`src/rtl/shot_clock_pkg.sv`:
```
// shot_clock_pkg: shared state type and timing helpers for the shot-clock expiry buzzer.
package shot_clock_pkg;

    typedef enum logic [1:0] {IDLE, BEEP, GAP, DONE} buz_state_t;

    function automatic int half_of(input int clk_hz, input int tone_hz);
        return clk_hz / (2 * tone_hz) - 1;
    endfunction

    function automatic int half2_of(input int clk_hz, input int tone_hz);
        return clk_hz / (4 * tone_hz) - 1;
    endfunction

    function automatic int cyc_of(input int clk_hz, input int ms);
        return (clk_hz / 1000) * ms;
    endfunction

endpackage

```
`src/rtl/shot_clock_buzzer_tone_gen.sv`:
```
// tone_gen: square wave with a programmable half period; held low and cleared while disabled.
// The tone output is the level the internal flop takes on the next clock.
module tone_gen #(
    parameter int W = 8
) (
    input  logic         clk,
    input  logic         rst,
    input  logic         en,
    input  logic [W-1:0] half_limit,
    output logic         tone
);

    logic [W-1:0] cnt;
    logic         tone_q;
    logic         wrap;

    assign wrap = cnt == half_limit;
    assign tone = en & (tone_q ^ wrap);

    // Count 0..half_limit and toggle on wrap; restart from a low phase whenever disabled.
    always_ff @(posedge clk or posedge rst) begin
        if (rst) begin
            cnt    <= '0;
            tone_q <= 1'b0;
        end else begin
            cnt    <= (en && !wrap) ? cnt + 1'b1 : '0;
            tone_q <= tone;
        end
    end

endmodule

```
`src/rtl/shot_clock_buzzer.sv`:
```
// shot_clock_buzzer: plays a burst of NUM_BEEPS beeps on each rising edge of the countdown's 00 level.
// Optional SHOT_BUZZER_TWO_TONE_EN: odd-index beeps sound one octave higher.
module shot_clock_buzzer
    import shot_clock_pkg::*;
#(
    parameter int CLK_HZ    = 50000000,
    parameter int TONE_HZ   = 2000,
    parameter int BEEP_MS   = 300,
    parameter int GAP_MS    = 200,
    parameter int NUM_BEEPS = 3
) (
    input  logic       clk,
    input  logic       rst,
    input  logic       expire,
    input  logic       mute,
    output logic       buzzer,
    output logic       busy,
    output logic [2:0] beep_idx
);

    localparam int HALF     = half_of(CLK_HZ, TONE_HZ);
    localparam int BEEP_CYC = cyc_of(CLK_HZ, BEEP_MS);
    localparam int GAP_CYC  = cyc_of(CLK_HZ, GAP_MS);
    localparam int DMAX     = BEEP_CYC > GAP_CYC ? BEEP_CYC : GAP_CYC;
    localparam int DW       = $clog2(DMAX + 1);
    localparam int HW       = HALF > 0 ? $clog2(HALF + 1) : 1;

    buz_state_t    state;
    logic [DW-1:0] dur_cnt;
    logic          expire_d;
    logic          rise;
    logic          beep_end;
    logic          gap_end;
    logic          tone_en;
    logic          tone;
    logic [HW-1:0] half_limit;

    assign rise     = expire & ~expire_d;
    assign beep_end = state == BEEP && dur_cnt == DW'(BEEP_CYC - 1);
    assign gap_end  = state == GAP && dur_cnt == DW'(GAP_CYC - 1);
    assign tone_en  = state == BEEP;

`ifdef SHOT_BUZZER_TWO_TONE_EN
    localparam int HALF2 = half2_of(CLK_HZ, TONE_HZ);
    assign half_limit = beep_idx[0] ? HW'(HALF2) : HW'(HALF);
`else
    assign half_limit = HW'(HALF);
`endif

    tone_gen #(.W(HW)) u_tone (
        .clk        (clk),
        .rst        (rst),
        .en         (tone_en),
        .half_limit (half_limit),
        .tone       (tone)
    );

    // Burst sequencer; beep_idx doubles as the beep counter and is cleared on leaving the burst.
    always_ff @(posedge clk or posedge rst) begin
        if (rst) begin
            state    <= IDLE;
            dur_cnt  <= '0;
            beep_idx <= '0;
            busy     <= 1'b0;
            expire_d <= 1'b1;
        end else begin
            expire_d <= expire;
            case (state)
                IDLE: if (rise) begin
                    state    <= BEEP;
                    dur_cnt  <= '0;
                    beep_idx <= '0;
                    busy     <= 1'b1;
                end
                BEEP: if (beep_end) begin
                    dur_cnt <= '0;
                    if (beep_idx == 3'(NUM_BEEPS - 1)) begin
                        state    <= DONE;
                        beep_idx <= '0;
                        busy     <= 1'b0;
                    end else begin
                        state <= GAP;
                    end
                end else begin
                    dur_cnt <= dur_cnt + 1'b1;
                end
                GAP: if (gap_end) begin
                    state    <= BEEP;
                    dur_cnt  <= '0;
                    beep_idx <= beep_idx + 3'd1;
                end else begin
                    dur_cnt <= dur_cnt + 1'b1;
                end
                DONE: if (!expire) state <= IDLE;
            endcase
        end
    end

    // Buzzer pin: tone with mute applied, forced low on a beep's last cycle so no edge leaks into the gap.
    always_ff @(posedge clk or posedge rst) begin
        if (rst) buzzer <= 1'b0;
        else     buzzer <= tone & ~mute & ~beep_end;
    end

endmodule
```
`config.mk`:
```
export PLATFORM = sky130hd
export DESIGN_NAME = shot_clock_buzzer
export DESIGN_NICKNAME = d
export VERILOG_FILES = /design/src/rtl/shot_clock_pkg.sv /design/src/rtl/shot_clock_buzzer_tone_gen.sv /design/src/rtl/shot_clock_buzzer.sv
export SDC_FILE = /design/constraint.sdc
export NUM_CORES = 1
export LEC_CHECK = 0
export CORE_ASPECT_RATIO = 1.75
export CORE_MARGIN = 3
export CORE_UTILIZATION = 30
export CTS_CLUSTER_SIZE = 28
export DETAILED_ROUTE_END_ITERATION = 8
export SYNTH_ARGS = -nofsm -noshare
export SYNTH_HDL_FRONTEND = slang
export SYNTH_SLANG_ARGS = --single-unit
```
`constraint.sdc`:
```
create_clock -name clk -period 4.25 [get_ports clk]
set_clock_uncertainty 0.05 [all_clocks]
set_input_delay 0.85 -clock clk [delete_from_list [all_inputs] [get_ports clk]]
set_output_delay 0.85 -clock clk [all_outputs]
set_load 0.03 [all_outputs]
```
==> impl_summary.log <==
INFO  metric hold_fails_final_rpt = 0
INFO  metric groute.usage.overall = 0.121
INFO  metric antenna_violations_before_repair = 0
INFO  metric netlist_top_cells_area = dfrtp_1 (44%), xor2_1 (6.3%), ha_1 (4.3%), nand2_1 (3.7%), a21oi_1 (2.7%)
INFO  metric fraction_of_registers_with_async_set_or_reset_after_synthesis = 1.00
INFO  metric period_share = 0.661
INFO  metric wire_length_of_the_first_global_routing_pass = 9520 um
INFO  metric timing.critical_path.to_type = flip-flop
INFO  metric cts_tree = yes
INFO  metric power.density_cell_area = 497 mW/mm^2
INFO  metric yosys.area.top_type = dfrtp_1
INFO  metric netlist_instances = 268
INFO  metric pin_count = 9
INFO  metric synth_top_cell_area_share = 0.439
INFO  metric post_cts_resized = 0
INFO  metric slowest_delay = 0.66 ns
INFO  metric final.min_clock_period = 2.81 ns
INFO  metric number_of_enable_flip_flop_cells_after_synthesis = 0
INFO  metric critical_path_startpoint_category = input pin
INFO  metric vias_after_detailed_routing = 2006
INFO  metric design_power_total = 1.49 mW
INFO  metric post-synth-top-count-cell = dfrtp_1
INFO  metric area_delta_synth_final = 14.4%
INFO  metric worst-slew-pin-transition = 0.977 ns
INFO  metric final_nets = 285
INFO  metric cts_post_setup_buffers_inserted = 0
INFO  metric timing.max_slew.rel_slack = 0.348
INFO  metric maximum_number_of_pins_on_one_net_before_global_route_repair = 48
INFO  metric detail_route.first_pass.iterations = 4
INFO  metric cts_hold_repair.buffers = 0
INFO  metric antenna_cells = 0
INFO  metric grt_setup_unrepaired = no
INFO  metric fp.coreArea = 0.00842 mm^2
INFO  metric fp-row-count = 44
INFO  metric ys_dominant_reg_cell = dfrtp_1
INFO  metric arrival = 2.97 ns
INFO  metric setup_violations = 0
INFO  metric initial_cell_density_of_the_core = 0.311
INFO  metric synth_seq_cells = 47
INFO  metric max_slew_violation_total_from_the_final_report = 0
INFO  metric required = 4.41 ns
INFO  metric detail_route.vias_per_cell = 5.17
INFO  metric place.detailed.hpwl = 3950 um
INFO  metric grt_overflow_total = 0
INFO  metric clkTransAtPathRegs = 0.07 ns
INFO  metric cts_max_level = 2
INFO  metric grt_pass1_vias = 1948
INFO  metric numClockSinks = 47
INFO  metric path_class_of_the_lowest_slack_min_delay_path = flip-flop to flip-flop
INFO  metric status = finished clean
INFO  metric finalWeightedCongestion = 0.796
INFO  metric critPathSlowestCell = a2111oi_4
INFO  metric worstPathCellList = clkdlybuf4s50_1 > nand2b_1 > a2111oi_4 > nand4_2 > or3_1 > a22oi_1
INFO  metric critPathMaxFanout = 8
INFO  metric yosys-top-cells-count = dfrtp_1 (46), nand2_1 (26), xor2_1 (19), nor2_1 (17), a21oi_1 (14)
INFO  metric route.detailed.wl_per_inst = 14.5 um
INFO  metric cts_made_buffers = 5
INFO  metric fp.dieW = 76.7 um
INFO  metric detail_route.drc_violations = 0
INFO  metric max_freq = 0.356 GHz
INFO  metric crit_type = input pin to flip-flop
INFO  metric netlist_area = 0.00262 mm^2
INFO  metric die_h = 130 um
INFO  metric synth-seq-area-share = 0.449
INFO  metric clk-insertion-delay-late = 0.29 ns
INFO  metric fin_tns_setup = 0 ns
INFO  metric synthesis.yosys.warnings = 0
INFO  metric irDropWorstVdd = 0.000271 V
INFO  metric post_synth.cell_area_avg = 9.78 um^2
INFO  metric synth_cell_types = 45
INFO  metric cts-root-buf = clkbuf_16
INFO  metric finalWirelength = 5630 um
INFO  metric drt_first_iter_violations = 130
INFO  metric die_area = 0.00994 mm^2
INFO  metric syn_nets = 281
INFO  metric ant_nets = 0
INFO  metric cellLeakagePower = 1.26 nW
INFO  metric ctsLongestPathBuffers = 2
INFO  metric port_buffers = 8
INFO  metric maxCapViolCount = 0
INFO  metric drive_gt1_frac = 0.0623
sequential cells by signal, summed over array words and instances, names as in the netlist:
name / cells
dur_cnt: 24
expire_d: 1
u_tone.tone_q: 1
state: 2
u_tone.cnt: 14
beep_idx: 3
busy: 1
buzzer: 1
through the flow:
step           worst slack (ns)  cell area [um^2]   util  cells  hold slack, ns
2_1_floorplan              1.96              2620      -    268           0.374
3_3_place_gp               1.23              2810  0.333    380           0.393
3_5_place_dp               1.15              2810  0.333    380           0.398
4_1_cts                    1.46              3000  0.356    388           0.412
5_1_grt                    1.29              3000  0.356    388           0.428
6_report                   1.44              3000  0.356    388           0.406
power breakdown:
part / switching [mW] / internal (mW) / total [mW]
combinational: 0.319 / 0.150 / 0.468
clock: 0.167 / 0.337 / 0.505
sequential: 0.0343 / 0.482 / 0.516
total: 0.520 / 0.969 / 1.49
critical path: cells and delay by family:
family	cells	cell delay, ns
AND/OR/NAND/NOR	3	0.78
buffers and inverters	1	0.52
AO/OA/AOI/OAI	2	0.81
layout by cell type, fill, tap and decap left out, types with 3 or more instances in the layout:
| master | Yosys | layout |
|---|---|---|
| nor3_1 | 4 | 4 |
| nand4_1 | 11 | 11 |
| nor2_1 | 17 | 17 |
| inv_1 | 7 | 6 |
| clkdlybuf4s50_1 | 0 | 8 |
| a21oi_1 | 14 | 13 |
| xor2_1 | 19 | 19 |
| o2111ai_1 | 5 | 5 |
| ha_1 | 9 | 9 |
| nor4b_1 | 3 | 3 |
| o21ai_0 | 8 | 7 |
| nand2_1 | 26 | 26 |
| nor2b_1 | 4 | 4 |
| and2_1 | 5 | 5 |
| and3_1 | 11 | 11 |
| xnor2_1 | 7 | 7 |
| and4_1 | 5 | 5 |
| o211ai_1 | 4 | 4 |
| dfrtp_1 | 46 | 46 |
| clkbuf_16 | 0 | 5 |
| a22oi_1 | 3 | 3 |
| nand3_1 | 13 | 13 |
| or3_1 | 4 | 4 |
cell type report:
class / instances / area [um^2]
clock inverter: 2 / 60.1
tap: 115 / 144
timing repair buffer: 10 / 95.1
sequential: 47 / 1180
clock buffer: 6 / 129
multi-input combinational: 201 / 1370
inverter: 7 / 26.3
fill: 847 / 5430
cells by family after synthesis:
group | count (synthesis) | share of synthesized area
buffers and inverters | 20 | 0.0310
xor gates and xnor gates | 26 | 0.0869
adders and majority gates | 9 | 0.0430
muxes | 5 | 0.0220
DFF | 47 | 0.449
AOI/OAI and AO/OA | 46 | 0.126
and+or+nand+nor | 115 | 0.242
worst paths after layout:
path,startpoint,endpoint,slack (ns),cells after the start
max,expire,dur_cnt[21],1.44,6
min,u_tone.cnt[0],u_tone.cnt[0],0.41,1
max reg2reg,dur_cnt[0],beep_idx[1],1.88,6
min reg2reg,u_tone.cnt[0],u_tone.cnt[0],0.41,1
max in group asynchronous,rst,dur_cnt[22],2.49,2
min in group asynchronous,rst,u_tone.cnt[9],1.05,2
metal layers:
layer / wire, um / GRT usage
met1: 2390 / 0.133
met2: 2980 / 0.216
met3: 98 / 0.0243
met4: 161 / 0.0662
met5: 0 / 0
(Power assumes the default switching activity.)
==> RTL change 1: new RTL, same flow settings <==
Remove the register `buzzer`: a continuous assignment takes its place, so the output `buzzer` follows one clock earlier.
--- a/src/rtl/shot_clock_buzzer.sv
+++ b/src/rtl/shot_clock_buzzer.sv
@@ -98,8 +98,5 @@
 
     // Buzzer pin: tone with mute applied, forced low on a beep's last cycle so no edge leaks into the gap.
-    always_ff @(posedge clk or posedge rst) begin
-        if (rst) buzzer <= 1'b0;
-        else     buzzer <= tone & ~mute & ~beep_end;
-    end
+    assign buzzer = tone & ~mute & ~beep_end;
 
 endmodule
Check against the original RTL: same outputs for any inputs over 10 cycles, from zero or initial values and one cycle with rst high; that may be too few to reach the edited logic, so the function may still have changed.
==> RTL change 1 against the unedited design <==
Sequential cell count decreased by 1. Count of clock-buffer cells in the layout increased by 1. Global-route usage rose by 1.6 points. Area after synthesis grew 2.2%. Synthesized cell count is 6.7% higher. Final area grew 1.6%. Non-clock buffer count is 2 higher. Critical path depth stayed put. Wire length up 13%. Setup slack lost 0.70 ns.
Power is not compared: it rests on default switching activity, and its combinational part moved more than twofold at a synthesized area within 25%.
==> RTL change 1: results (changes against the unedited design) <==
* Layout cell share with drive strength beyond 1 at 7.74% (+1.5 points)
* Dpl cell area at 2900 um2 (+3.2%)
* Iter 0 DRT Violations at 81 (-38%)
* Outcome: complete, no violations
* Slew margin rel. at 35.5% (+0.73 points)
* Syn Nets at 299 (+6.4%)
* Synth area leaders: dfrtp_1, xor2_1, ha_1
* Vias/cell at 5.35 (+3.4%)
* Nets@finish at 309 (+8.4%)
* Fill count at 926 (+9.3%)
* Pin count of the biggest net entering global routing at 47 (-2.1%)
* GRT Util Overall at 13.7% (+1.6 points)
* CTS buffer count at 5 (unchanged)
* CP peak stage delay at 0.60 ns (-0.06 ns)
* Biggest regs: dur_cnt (24), u_tone.cnt (14), beep_idx (3)
* Final Non-Filler Cells at 414 (+6.7%)
* Mapped Cells at 286 (+6.7%)
* Post-route design area at 3050 um2 (+1.6%)
* Slowest-stage cell, CP: or4_4
* Worst-path fanout max at 5 (-3)
* First-pass GRT wire length at 11,000 um (+16%)
* Seq/Total Area, Yosys at 43.0% (-1.9 points)
* Hold Crit Class: register to register
* Synth cell types at 53 (+18%)
* Number of global-route vias before repair at 2,275 (+17%)
* Post-DP HPWL at 4710 um (+19%)
* Post-Place Setup Slack at 1.04 ns (-0.108 ns)
* CP arrival at 2.61 ns (-0.36 ns)
* WL/cell at 15.4 um (+6.2%)
* Commonest cells post-synth: dfrtp_1, nand2_1, nor2_1
* GPL Wtd Cong at 0.797 (+0.15%)
==> RTL change 1: cell types whose count changed in the layout (fill, tap and decap cells not counted), sizes merged, moves of 3 or more <==
cell / change
a22oi: +4
inv: +6
nand4: -4
nor2b: -4
and4: -4
or4: +3
a21boi: +3
nand3: +4
mux2: -3
nor2: +5
o31ai: +3
xor2: -6
nand2: +4
==> RTL change 1: power by group <==
group | leakage [uW] | internal, uW | switching, uW
Clock | 0.0000739 | 233 | 160
Sequential | 0.000599 | 439 | 0.204
Combinational | 0.000586 | 2.82 | 9.80
Total | 0.00126 | 675 | 170
==> RTL change 1: cell type report <==
type	count	area [um2]	share of cell area, %
clock buffer	7	143	4.68
clock inverter	1	5.00	0.164
inverter	13	48.8	1.60
multi-input combinational	218	1440	47.3
sequential	46	1150	37.8
tap	117	146	4.81
timing repair buffer	12	110	3.62
==> RTL change 1: logic make-up (layout without fill, tap and decap cells) <==
kind of cell | count (synthesis) | in the layout | share of synthesized area, %
AOI/OAI and AO/OA | 61 | 61 | 17.0
adders and majority gates | 9 | 9 | 4.20
xor gates and xnor gates | 20 | 20 | 6.54
DFF | 46 | 46 | 43.0
buffers and inverters | 22 | 33 | 3.22
and+or+nand+nor | 128 | 128 | 26.1
==> RTL change 1: path summary, 6_finish.rpt <==
path | startpoint | endpoint | slack [ns] | cells after the start
setup / recovery | dur_cnt[0]$_DFFE_PP0P_ | buzzer | 0.74 | 6
hold / removal | u_tone.cnt[0]$_DFF_PP0_ | u_tone.cnt[0]$_DFF_PP0_ | 0.41 | 1
setup reg to reg | dur_cnt[0]$_DFFE_PP0P_ | dur_cnt[2]$_DFFE_PP0P_ | 1.57 | 7
hold reg to reg | u_tone.cnt[0]$_DFF_PP0_ | u_tone.cnt[0]$_DFF_PP0_ | 0.41 | 1
max in group asynchronous | rst | state[0]$_DFFE_PP0P_ | 2.50 | 2
min in group asynchronous | rst | u_tone.cnt[13]$_DFF_PP0_ | 1.06 | 2
==> RTL change 1: critical path: cells and delay by family, from the launching register on <==
kind / cells / cell delay, ns
buffers and inverters: 1 / 0.59
flip-flops: 1 / 0.39
adder cells (fa/ha/maj): 1 / 0.24
AND/OR/NAND/NOR: 4 / 1.09
==> RTL change 1: metrics by stage <==
stage / hold slack [ns] / utilization (%)
floorplan: 0.374 / -
global placement: 0.392 / 33.4
detailed placement: 0.406 / 33.4
CTS: 0.414 / 35.1
global route: 0.429 / 35.1
finish: 0.411 / 35.1
==> RTL change 1: layer usage <==
metal	track usage, %	up-vias	share of wire, %
met5	0	-	0
met4	6.29	0	2.2
met3	2.19	6	1.8
met2	27.3	24	56
met1	13.7	1117	40
li1	-	1067	-
==> RTL change 2: new RTL, same settings <==
Made on the original files. Change the parameter `TONE_HZ` from 2000 to 4000.
--- a/src/rtl/shot_clock_buzzer.sv
+++ b/src/rtl/shot_clock_buzzer.sv
@@ -5,5 +5,5 @@
 #(
     parameter int CLK_HZ    = 50000000,
-    parameter int TONE_HZ   = 2000,
+    parameter int TONE_HZ   = 4000,
     parameter int BEEP_MS   = 300,
     parameter int GAP_MS    = 200,
Formal check against the unedited RTL: no difference found for any inputs over 10 cycles, from zero or initial values and one cycle with rst high; that may be too few to reach the edited logic, so the function may still have changed.
==> RTL change 2 against the unedited design <==
Count of clock-buffer cells in the layout decreased by 1. Critical path depth rose by 1. Area after synthesis decreased by 6.3%. Non-clock buffer count decreased by 2. Sequential cell count down 1. Setup slack got worse by 0.014 ns. Critical endpoint is now dur_cnt[20]$_DFFE_PP0P_. Wire length decreased by 13%. Sequential share of layout area grew 1.9 points. Largest cell class unchanged. Register-to-register slack got worse by 0.04 ns. Final area decreased by 6.7%.
Power is not compared: it rests on default switching activity, and its combinational part moved more than twofold at a synthesized area within 25%.
==> RTL change 2: results (changes against the unedited design) <==
* Outcome: complete, no violations
* WL/cell at 13.9 um (-4.1%)
* CP arrival at 2.94 ns (-0.03 ns)
* Worst Hold End: dur_cnt[1]$_DFFE_PP0P_
* R2R cell count at 6 (unchanged)
* Pin count of the biggest net entering global routing at 47 (-2.1%)
* Nets@finish at 277 (-2.8%)
* Fill count at 802 (-5.3%)
* Biggest regs: dur_cnt (24), u_tone.cnt (13), beep_idx (3)
* YS warnings at 0 (unchanged)
* CTS Root Cell: clkbuf_16
* Slowest-stage cell, CP: a2111oi_0
* Iter 0 DRT Violations at 83 (-36%)
* CP peak stage delay at 0.69 ns (+0.03 ns)
* Synth area leaders: dfrtp_1, xor2_1, nor2_1
* Clk slew on worst S/H paths at 0.07 ns (about the same)
* First-pass GRT wire length at 8510 um (-11%)
* Worst Min Path Start: dur_cnt[1]$_DFFE_PP0P_
* Worst r2r src: dur_cnt[11]$_DFFE_PP0P_
* Number of global-route vias before repair at 1,827 (-6.2%)
* H-tree Lvls at 2 (unchanged)
* Layout cell share with drive strength beyond 1 at 6.06% (-0.17 points)
* GRT Util Overall at 11.5% (-0.57 points)
* Post-DP HPWL at 3590 um (-9.0%)
* # resized after CTS at 0 (unchanged)
* Slew margin rel. at 37.1% (+2.3 points)
* Synth cell types at 44 (-2.2%)
* GPL Wtd Cong at 0.770 (-3.3%)
* Vias/cell at 5.18 (+0.26%)
* Reg-to-reg setup timing slack at 1.84 ns (-0.04 ns)
* Syn Nets at 267 (-5.0%)
* Seq/Total Area, Yosys at 46.9% (+2.0 points)
* Initial antenna violation count at 0 (unchanged)
* CTS buffer count at 5 (unchanged)
* Hold depth at 2 (+1)
* First-pass DRT Iterations at 4 (unchanged)
* Worst-path fanout max at 7 (-1)
* Hold Crit Class: register to register
* FF-to-FF End: dur_cnt[6]$_DFFE_PP0P_
* Commonest cells post-synth: dfrtp_1, nor2_1, nand2_1
[RTL change 2: layout make-up]
type	count	area, um2	share of cell area [%]
multi-input cells	194	1250	44.8
clock buffers	5	125	4.47
flip-flops and latches	46	1150	41.2
clock inverters	3	43.8	1.57
well taps	90	113	4.03
repair buffers	8	80.1	2.86
inverters	8	30.0	1.07
[RTL change 2: kinds of logic (layout without fill, tap and decap cells)]
logic type      Yosys count  count (layout)  synth area share [%]
simple gates            125             125                  25.9
compound gates           28              28                  8.81
buf+inv                  13              24                  2.14
fa+ha+maj                10              10                  5.09
mux                       2               2                 0.866
flops                    46              46                  46.9
xor+xnor                 29              29                  10.3
[RTL change 2: worst max-delay path: cells and delay by family]
kind,cells,cell delay [ns]
simple gates,4,0.74
compound gates,1,0.69
xor+xnor,1,0.15
buf+inv,1,0.50
[RTL change 2: worst max path at each step]
stage	start	end	slack (ns)
3_3_place_gp	expire	dur_cnt[20]$_DFFE_PP0P_	1.14
5_1_grt	expire	dur_cnt[20]$_DFFE_PP0P_	1.17
4_1_cts	expire	dur_cnt[20]$_DFFE_PP0P_	1.42
6_report	expire	dur_cnt[20]$_DFFE_PP0P_	1.43
3_5_place_dp	expire	dur_cnt[20]$_DFFE_PP0P_	1.12
2_1_floorplan	expire	dur_cnt[20]$_DFFE_PP0P_	1.85
[RTL change 2: per-stage QoR]
| stage | power (uW) | hold WS, ns | area [um2] | std cells | worst slack, ns |
|---|---|---|---|---|---|
| detailed placement | 461 | 0.450 | 2630 | 346 | 1.12 |
| global placement | 461 | 0.447 | 2630 | 346 | 1.14 |
| CTS | 916 | 0.465 | 2800 | 354 | 1.42 |
| finish | 899 | 0.469 | 2800 | 354 | 1.43 |
| global route | 933 | 0.509 | 2800 | 354 | 1.17 |
| floorplan | 455 | 0.425 | 2460 | 253 | 1.85 |
[RTL change 2: power breakdown]
part           internal [uW]  switching (uW)
sequential               439           0.124
combinational           2.89            9.89
clock                    278             169
total                    720             179
[RTL change 2: metal layers]
metal / up-vias / GRT usage, % / part of all wire, %
li1: 904 / - / -
met1: 900 / 12.6 / 42
met2: 23 / 20.6 / 54
met3: 8 / 2.32 / 1.8
met4: 0 / 4.82 / 2.1
met5: - / 0 / 0
